<file path="config.mk">
export PLATFORM = sky130hd
export DESIGN_NAME = csi_packet_parser_flat
export DESIGN_NICKNAME = d
export VERILOG_FILES = /design/src/rtl/csi_packet_parser_if.sv /design/src/rtl/csi_packet_parser.sv /design/src/flat_wrapper.sv
export SDC_FILE = /design/constraint.sdc
export NUM_CORES = 1
export LEC_CHECK = 0
export CORE_MARGIN = 10
export CORE_UTILIZATION = 57
export DETAILED_ROUTE_END_ITERATION = 8
export PLACE_DENSITY = 0.93
export SYNTH_ARGS = -nofsm -noshare
export SYNTH_HDL_FRONTEND = slang
export SYNTH_SLANG_ARGS = --single-unit
export TNS_END_PERCENT = 5
</file>
<file path="constraint.sdc">
create_clock -name rxbyteclkhs -period 3 [get_ports rxbyteclkhs]
set_input_delay 0.9 -clock rxbyteclkhs [delete_from_list [all_inputs] [get_ports rxbyteclkhs]]
set_output_delay 0.9 -clock rxbyteclkhs [all_outputs]
set_load 0.01 [all_outputs]
</file>
<file path="src/rtl/csi_packet_parser_if.sv">
// Byte-clock bus between the CSI-2 lane merger (master) and the packet parser (slave).
interface csi_packet_parser_if;
    logic [15:0] data_in;
    logic        data_valid;
    logic [15:0] data_out;
    logic        frame_active;
    logic        frame_valid;
    logic [15:0] line_count;
    logic        err_wc;
    logic        err_abort;

    modport master (
        output data_in, data_valid,
        input  data_out, frame_active, frame_valid, line_count, err_wc, err_abort
    );

    modport slave (
        input  data_in, data_valid,
        output data_out, frame_active, frame_valid, line_count, err_wc, err_abort
    );
endinterface

</file>
<file path="src/rtl/csi_packet_parser.sv">
// CSI-2 packet parser: forwards pixel payload words and tracks frame/line state.
// Optional macro CSI_VC_FILTER_EN restricts processing to virtual channel VC_ID.
module csi_packet_parser #(
    parameter logic [1:0] VC_ID    = 2'd0,
    parameter logic [5:0] DT_PIXEL = 6'h2B
) (
    input logic                rxbyteclkhs,
    input logic                reset_n,
    csi_packet_parser_if.slave csi
);
    typedef enum logic [2:0] {IDLE, HDR2, PAYLOAD, CRC, DRAIN} state_t;

    state_t      state;
    logic [7:0]  di_q;
    logic [7:0]  wc_lo_q;
    logic [14:0] word_cnt;
    logic [15:0] wc;
    logic [5:0]  dt;
    logic        vc_ok;

    // The word count high byte arrives in the same cycle it is decoded.
    assign wc = {csi.data_in[15:8], wc_lo_q};
    assign dt = di_q[5:0];

`ifdef CSI_VC_FILTER_EN
    assign vc_ok = (di_q[7:6] == VC_ID);
`else
    logic unused_vc;
    assign unused_vc = ^{di_q[7:6], VC_ID};
    assign vc_ok     = 1'b1;
`endif

    always_ff @(posedge rxbyteclkhs or negedge reset_n) begin
        if (!reset_n) begin
            state            <= IDLE;
            di_q             <= '0;
            wc_lo_q          <= '0;
            word_cnt         <= '0;
            csi.data_out     <= '0;
            csi.frame_active <= 1'b0;
            csi.frame_valid  <= 1'b0;
            csi.line_count   <= '0;
            csi.err_wc       <= 1'b0;
            csi.err_abort    <= 1'b0;
        end else begin
            csi.data_out     <= '0;
            csi.frame_active <= 1'b0;
            csi.err_wc       <= 1'b0;
            csi.err_abort    <= 1'b0;
            case (state)
                IDLE: begin
                    if (csi.data_valid) begin
                        di_q    <= csi.data_in[15:8];
                        wc_lo_q <= csi.data_in[7:0];
                        state   <= HDR2;
                    end
                end
                HDR2: begin
                    if (!csi.data_valid) begin
                        csi.err_abort <= 1'b1;
                        state         <= IDLE;
                    end else if (!vc_ok) begin
                        state <= DRAIN;
                    end else if (dt == 6'h00) begin
                        csi.frame_valid <= 1'b1;
                        csi.line_count  <= '0;
                        state           <= DRAIN;
                    end else if (dt == 6'h01) begin
                        csi.frame_valid <= 1'b0;
                        state           <= DRAIN;
                    end else if (dt == DT_PIXEL) begin
                        if (wc != 16'h0000 && !wc[0]) begin
                            word_cnt <= wc[15:1];
                            state    <= PAYLOAD;
                        end else begin
                            csi.err_wc <= 1'b1;
                            state      <= DRAIN;
                        end
                    end else begin
                        state <= DRAIN;
                    end
                end
                PAYLOAD: begin
                    if (csi.data_valid) begin
                        csi.data_out     <= csi.data_in;
                        csi.frame_active <= 1'b1;
                        word_cnt         <= word_cnt - 15'd1;
                        if (word_cnt == 15'd1) begin
                            state <= CRC;
                        end
                    end else begin
                        csi.err_abort <= 1'b1;
                        word_cnt      <= '0;
                        state         <= IDLE;
                    end
                end
                CRC: begin
                    if (csi.data_valid) begin
                        csi.line_count <= csi.line_count + 16'd1;
                        state          <= DRAIN;
                    end else begin
                        csi.err_abort <= 1'b1;
                        state         <= IDLE;
                    end
                end
                DRAIN: begin
                    if (!csi.data_valid) begin
                        state <= IDLE;
                    end
                end
                default: state <= IDLE;
            endcase
        end
    end
endmodule

</file>
<file path="src/flat_wrapper.sv">
// flat-port wrapper written by rule: the top's interface ports become plain ports
module csi_packet_parser_flat 
#(
    parameter logic [1:0] VC_ID    = 2'd0,
    parameter logic [5:0] DT_PIXEL = 6'h2B
)
  (rxbyteclkhs, reset_n, csi_data_in, csi_data_valid, csi_data_out, csi_frame_active, csi_frame_valid, csi_line_count, csi_err_wc, csi_err_abort);
  csi_packet_parser_if csi_i ();
  input logic rxbyteclkhs;
  input logic reset_n;
  input wire logic [$bits(csi_i.data_in)-1:0] csi_data_in;
  input wire logic [$bits(csi_i.data_valid)-1:0] csi_data_valid;
  output wire logic [$bits(csi_i.data_out)-1:0] csi_data_out;
  output wire logic [$bits(csi_i.frame_active)-1:0] csi_frame_active;
  output wire logic [$bits(csi_i.frame_valid)-1:0] csi_frame_valid;
  output wire logic [$bits(csi_i.line_count)-1:0] csi_line_count;
  output wire logic [$bits(csi_i.err_wc)-1:0] csi_err_wc;
  output wire logic [$bits(csi_i.err_abort)-1:0] csi_err_abort;
  assign csi_i.data_in = csi_data_in;
  assign csi_i.data_valid = csi_data_valid;
  assign csi_data_out = csi_i.data_out;
  assign csi_frame_active = csi_i.frame_active;
  assign csi_frame_valid = csi_i.frame_valid;
  assign csi_line_count = csi_i.line_count;
  assign csi_err_wc = csi_i.err_wc;
  assign csi_err_abort = csi_i.err_abort;
  csi_packet_parser #(.VC_ID(VC_ID), .DT_PIXEL(DT_PIXEL)) u_core (.rxbyteclkhs(rxbyteclkhs), .reset_n(reset_n), .csi(csi_i));
endmodule
</file>
# Word level (Yosys, flattened, before mapping)
# Cells that the tools add are included.
# word_totals
regBits,68
latch_bits,0
ram_bits,0
romBits,0
in_bits,19
word_cells,79
memories,0
# classes
n_addsub,2
mul,0
div_mod_pow,0
order_cmp,0
eq_ne,17
shifts,0
n_mux,36
bitwise,0
reduce_logical,14
# ops
operator,n
$mux 15,6
$mux 16,5
$pmux 16 s2,1
$mux 3,10
$pmux 15 s2,1
$add 16x1->16 const B,1
$reduce_bool 16->1,1
$eq 15x1->1 const B,1
$pmux 3 s5,1
$sub 15x1->15 const B,1
$mux 1,12
$ne 2x2->1 const B,6
$eq 3x2->1 const B,2
$eq 6x1->1 const B,1
$eq 6x6->1 const B,1
$logic_not 6->1,1
$ne 2x1->1 const B,3
$reduce_and 3->1,2
$reduce_and 6->1,1
$reduce_bool 2->1,3
$reduce_and 4->1,1
$eq 3x1->1 const B,1
$eq 3x3->1 const B,1
$logic_not 3->1,1
other kinds (5),5

# Logic depth before layout (Yosys ltp)
# Gate-level depths: netlist of run 1.
# depth
word_depth,8
mapped_depth,7
mapped_depth_nobuf,7

# Worst setup path after synthesis of run 1
# OpenSTA, ideal clock, no wires.
# synth_timing
path_type,input port to flip-flop
from,input port csi_data_in[10]
to,register u_core.word_cnt[2]
t_arrival_ps,2009
required_ps,2876
setup_slack_ps,867
stages,5
n_path_buf,0
path_cell_list,nor4_1 a41oi_2 a31oi_4 a21oi_1 a211o_2
# synth_between
elab_chain_cells,4
# synth_lines
element,line,source
"start, declared",flat_wrapper.sv:11,input wire logic [$bits(csi_i.data_in)-1:0] csi_data_in;
$reduce_bool 16->1,csi_packet_parser.sv:72,if (wc != 16'h0000 && !wc[0]) begin
$logic_and 1x1->1,csi_packet_parser.sv:72,
$ne 2x1->1 (no source line),n/a,
$reduce_and 6->1 (no source line),n/a,
"end signal, assigned",csi_packet_parser.sv:73,word_cnt <= wc[15:1];
"end signal, assigned",csi_packet_parser.sv:87,word_cnt <= word_cnt - 15'd1;
"end, declared",csi_packet_parser.sv:16,logic [14:0] word_cnt;
# No other way between the ends.
# A chain may end at the register's enable or synchronous reset.

# Worst setup path in the final report of run 1
# layout_timing
from,input port csi_data_in[9]
to,register u_core.word_cnt[5]
# The elaborated chain is that of the path after synthesis.

==> impl_metrics.toml, run 1 <==
[power]
p_per_area_mw_per_mm2 = 578
power.leakage_nw = 1.87
ir_drop_uv = 482

[clocking]
cts_tree = "built"
cts_made_buffers = 9
cts_buffer_depth = 2
clkTransAtPathRegs_ps = 70
cts_setup_buffers = 0
ctsHoldBuffers = 0
clkLatencyLatePin_ps = 340
root_buffer = "clkbuf_8"
ctsResizeCount = 0
clkSinkCount = 68
h-tree-depth = 3

[logic_synthesis]
synthTopCellsByArea = "dfrtp_1 51%, mux2_2 4.4%, and3_1 3.4%, o21ai_0 3.0%, nand2_1 2.7%"
synthArstFlopShare_pct = 100
synthesis.nets = 332
synth_cells = 310
yosys_most_used_dff = "dfrtp_1"
yosys.area.top_type = "dfrtp_1"
synth_edf_count = 0
synth_top_area_share_pct = 51.2
ys_seq_elements = 68
yosysSeqAreaShare_pct = 51.2
netlist_area_mm2 = 0.00332
ys_warn_count = 0
synthTopCellsByCount = "68 x dfrtp_1, 24 x nand2_1, 20 x o21ai_0"
avgSynthCellArea_um2 = 10.7
yosysMostFrequentCell = "dfrtp_1"
synth_cell_types = 58

[drt]
met1Wirelength_mm = 3.36
viasPerCell = 6.35
vias = 2827
wl_met2_mm = 4.47
top_layer = "met4"
drcViolationCount = 0
drtIter0Drc = 324
ant_nets = 0
met3WireLength_um = 754
wl_mm = 8.76
firstDrtPassIters = 5
routedWlPerCell_um = 19.7

[placement]
gp_congestion = 0.994
portBuffers = 54
dp_hpwl_mm = 6.21

[worst_setup_path]
crit_start = "csi_data_in[9]"
reg2reg_slack_ps = 700
critPathMaxFanout = 8
r2r_cells = 6
path_class = "in2reg"
rr_startpoint = "u_core.state[1]$_DFFE_PN0P_"
start_kind = "primary input"
reg2reg_to = "u_core.word_cnt[11]$_DFFE_PN0P_"
crit_arrival_ps = 2830
cp.required_ps = 3190
worstSetupEndpointType = "flip-flop"

[run_status]
status = "finished, final reports clean"

[timing]
clock-skew-final_ps = 6.96
fin_setup_tns_ps = 0
setup_viol = 0
max_freq_mhz = 378
slew_violations = 0
maxSlewHeadroom_pct = 45.7
hold_viol = 0
tightest_slew_ps = 814
min_period_ps = 2650
fin_crit_sh_pct = 88.2
rsz0062_at_grt = "no"

[global_route]
grt_max_degree = 69
grtUsageTotal_pct = 19.6
antenna_found_initial = 0
first_global_vias = 2743
grt_first_pass_wirelength_mm = 14.1
globalRoute.totalOverflow = 0

[die]
dieArea_mm2 = 0.00928
core_region_area_mm2 = 0.00557
die_x_um = 96.3
num_rows = 27
start_util_pct = 59.6
die_h_um = 96.3
ios = 55

[finish]
fin_nets = 391
drive_gt1_share_pct = 14.7
areaGrowthSynthToFinish_pct = 24.1
final_util_pct = 73.9
antennaDiodeCount = 0

[min_path]
hold_depth = 1
hp-class = "reg2reg"
worstHoldStart = "u_core.csi.line_count[7]$_DFFE_PN0P_"
whs_endpoint = "u_core.csi.line_count[7]$_DFFE_PN0P_"

[flow_run]
drv_cap = 0
## per-layer routing
layer,global-route usage (%),vias up
li1,-,1272
met1,23.3,1388
met2,34.2,150
met5,0,-
met3,3.89,17
met4,7.63,0
## worst max path at each step
stage                                     end  slack (ps)  cells past startpoint
2_1_floorplan  u_core.word_cnt[2]$_DFFE_PN0P_         870                      5
3_3_place_gp   u_core.word_cnt[5]$_DFFE_PN0P_         110                      7
3_5_place_dp   u_core.word_cnt[5]$_DFFE_PN0P_          50                      7
4_1_cts        u_core.word_cnt[5]$_DFFE_PN0P_         410                      7
5_1_grt        u_core.word_cnt[5]$_DFFE_PN0P_         210                      7
6_report       u_core.word_cnt[5]$_DFFE_PN0P_         350                      7
## registers in the layout, indices dropped and copies added (netlist names), 3 cells and up
name                   cells
u_core.csi.line_count     16
u_core.csi.data_out       16
u_core.di_q                6
u_core.word_cnt           15
u_core.state               3
u_core.wc_lo_q             8
## where the power goes
group          switching (mW)  internal (mW)  total (mW)  leakage (nW)
Clock                   0.344          0.401       0.744        0.0914
Combinational           0.269          0.231       0.500         0.874
Sequential              0.123           1.01        1.14         0.902
Total                   0.736           1.64        2.38          1.87
## per-stage QoR
step | std cells | hold slack (ps) | instance area, µm² | worst slack, ps | total power [mW]
6_report | 445 | 513 | 4120 | 353 | 2.38
5_1_grt | 445 | 540 | 4120 | 213 | 2.48
4_1_cts | 445 | 516 | 4120 | 407 | 2.38
3_5_place_dp | 430 | 506 | 3930 | 54.2 | 1.64
3_3_place_gp | 430 | 473 | 3930 | 111 | 1.61
2_1_floorplan | 310 | 473 | 3320 | 867 | 1.45
## layout by cell type (no fill, tap or decap), types with 3 or more instances in the layout
cell type,instances
nor3_1,9
o21ai_0,20
a31oi_1,5
nor2_1,13
nand2_1,24
or4_1,3
mux2_2,13
o211ai_1,3
o22ai_1,5
inv_1,7
o21ai_1,14
ha_1,3
nor4_1,6
a21oi_1,15
mux2i_1,8
clkdlybuf4s50_1,53
clkbuf_8,10
buf_4,6
nand4_1,6
dfrtp_1,68
xnor2_1,3
o31ai_1,4
nand3_1,8
and3_1,18
## worst max-delay path, stage by stage
cell             delay (ps)
clkdlybuf4s50_1         480
nor4_1                  450
a41oi_2                 230
buf_4                   210
nand3_2                 210
mux2i_1                 250
o22ai_1                 100
## cell families after synthesis
logic type | synth area share [%]
xor+xnor | 1.06
buf+inv | 3.39
simple gates | 21.1
mux | 7.16
fa+ha+maj | 1.13
compound gates | 14.9
flops | 51.2
## final cells by class
class | count | area [µm²]
Timing Repair Buffer | 61 | 601
Multi-Input combinational cell | 221 | 1510
Clock buffer | 11 | 141
Sequential cell | 68 | 1700
Clock inverter | 4 | 50.0
Inverter | 8 | 30.0
Fill cell | 378 | 1450
Tap cell | 72 | 90.1
(Power assumes the default switching activity.)
==> run 2: changes to the inputs <==
--- a/config.mk
+++ b/config.mk
@@ -5,7 +5,8 @@
 export SDC_FILE = /design/constraint.sdc
 export NUM_CORES = 1
 export LEC_CHECK = 0
-export CORE_MARGIN = 10
+export CAP_MARGIN = 15
+export CORE_MARGIN = 4
 export CORE_UTILIZATION = 57
 export DETAILED_ROUTE_END_ITERATION = 8
 export PLACE_DENSITY = 0.93
==> impl_metrics.toml, run 2 (synthesized netlist as in run 1, its figures left out) <==
[clocking]
cts_tree = "built"
clkSinkCount = 68
h-tree-depth = 3
ctsResizeCount = 0
root_buffer = "clkbuf_8"
ctsHoldBuffers = 0
cts_setup_buffers = 0
clkLatencyLatePin_ps = 350
clkTransAtPathRegs_ps = 70
cts_buffer_depth = 2
cts_made_buffers = 9

[min_path]
hold_depth = 1
whs_endpoint = "u_core.csi.line_count[15]$_DFFE_PN0P_"
worstHoldStart = "u_core.csi.line_count[15]$_DFFE_PN0P_"
hp-class = "reg2reg"

[placement]
dp_hpwl_mm = 6.04
gp_congestion = 0.926
portBuffers = 54

[drt]
top_layer = "met4"
viasPerCell = 6.30
drcViolationCount = 0
firstDrtPassIters = 5
met1Wirelength_mm = 3.39
wl_met2_mm = 4.30
drtIter0Drc = 229
wl_mm = 8.39
met3WireLength_um = 416
vias = 2804
routedWlPerCell_um = 18.8
ant_nets = 0

[power]
p_int_mw = 1.65
p_per_area_mw_per_mm2 = 579
ir_drop_uv = 459
p_sw_share_pct = 31.1
switchingPower_mw = 0.743
power.leakage_nw = 1.87
p_seq_share_pct = 47.4
combPwrFrac_pct = 20.8
power_frac_clock_pct = 31.7

[global_route]
grtUsageTotal_pct = 24.5
globalRoute.totalOverflow = 0
first_global_vias = 2769
grt_max_degree = 41
grt_first_pass_wirelength_mm = 13.8
antenna_found_initial = 0

[worst_setup_path]
path_class = "in2reg"
crit_start = "csi_data_in[9]"
cp.required_ps = 3230
rr_startpoint = "u_core.word_cnt[0]$_DFFE_PN0P_"
critPathMaxFanout = 13
start_kind = "primary input"
slowest_delay_ps = 480
crit_chain = "clkdlybuf4s50_1, nor4_1, a41oi_2, a31oi_4, a21oi_1, a211o_2"
reg2reg_slack_ps = 730
crit_path_top_delay_cell = "clkdlybuf4s50_1"
crit_arrival_ps = 2810
r2r_cells = 7
worstSetupEndpointType = "flip-flop"
reg2reg_to = "u_core.word_cnt[10]$_DFFE_PN0P_"

[finish]
final_util_pct = 74.1
reg_top3 = "u_core.csi.data_out (16), u_core.csi.line_count (16), u_core.word_cnt (15)"
fin_nets = 391
final_common_cell = "dfrtp_1"
fillers = 409
final_cell_mix = "68 x dfrtp_1, 53 x clkdlybuf4s50_1, 24 x nand2_1"
drive_gt1_share_pct = 15.0
areaGrowthSynthToFinish_pct = 24.3
antennaDiodeCount = 0

[timing]
rsz0062_at_grt = "no"
hold_viol = 0
maxSlewHeadroom_pct = 41.2
max_freq_mhz = 388
min_period_ps = 2580
fin_crit_sh_pct = 86.0
clock-skew-final_ps = 7.95
tightest_slew_ps = 875
slew_violations = 0
fin_setup_tns_ps = 0
setup_viol = 0

[run_status]
status = "finished, final reports clean"

[die]
dieArea_mm2 = 0.00711
core_region_area_mm2 = 0.00557
die_x_um = 84.3
start_util_pct = 59.6
die_h_um = 84.3
ios = 55
num_rows = 27

[flow_run]
drv_cap = 0
[run 2: changes by cell type in the layout (fill, tap and decap cells not counted), sizes merged]
cell      before  now
clkbuf        11   10
clkinv         1    0
clkinvlp       2    3
inv            8    9
[run 2: routing by layer]
| metal | GRT usage, % | vias up |
|---|---|---|
| met5 | 0 | - |
| met4 | 11.3 | 0 |
| met3 | 4.22 | 31 |
| met2 | 42.4 | 133 |
| met1 | 29.8 | 1368 |
| li1 | - | 1272 |
[run 2: cell type report]
class	instances	area, µm²	area share [%]
multi-input cells	221	1510	36.5
clock inverters	5	61.3	1.49
repair buffers	61	601	14.5
inverters	8	30.0	0.727
clock buffers	10	138	3.33
well taps	72	90.1	2.18
flip-flops and latches	68	1700	41.2
[run 2: worst max-delay path by stage]
stage                                           to  slack (ps)  cells after the start
floorplan           u_core.word_cnt[2]$_DFFE_PN0P_         870                      5
global placement    u_core.word_cnt[2]$_DFFE_PN0P_         100                      6
detailed placement  u_core.word_cnt[0]$_DFFE_PN0P_          60                      8
CTS                 u_core.word_cnt[6]$_DFFE_PN0P_         430                      7
global route        u_core.word_cnt[6]$_DFFE_PN0P_         310                      7
finish              u_core.word_cnt[2]$_DFFE_PN0P_         420                      6
[run 2: worst max-delay path, delay by kind of cell]
kind                   cells  cell delay (ps)
and+or+nand+nor            1              450
buffers and inverters      1              480
AOI/OAI and AO/OA          4              980
[run 2: through the flow]
step                power, mW  std cells  setup WS, ps  hold slack [ps]  cell area [µm²]
floorplan                1.45        310           867              473             3320
global placement         1.62        430           104              474             3930
detailed placement       1.64        430          61.4              480             3930
CTS                      2.40        445           434              491             4130
global route             2.50        445           307              542             4130
finish                   2.39        445           420              483             4130
[run 2: power by group through the flow]
stage / combinational (mW) / clock (mW) / sequential (mW)
6_report: 0.498 / 0.758 / 1.13
5_1_grt: 0.543 / 0.814 / 1.15
4_1_cts: 0.495 / 0.770 / 1.13
3_5_place_dp: 0.494 / 0 / 1.15
3_3_place_gp: 0.482 / 0 / 1.13
2_1_floorplan: 0.341 / 0 / 1.11
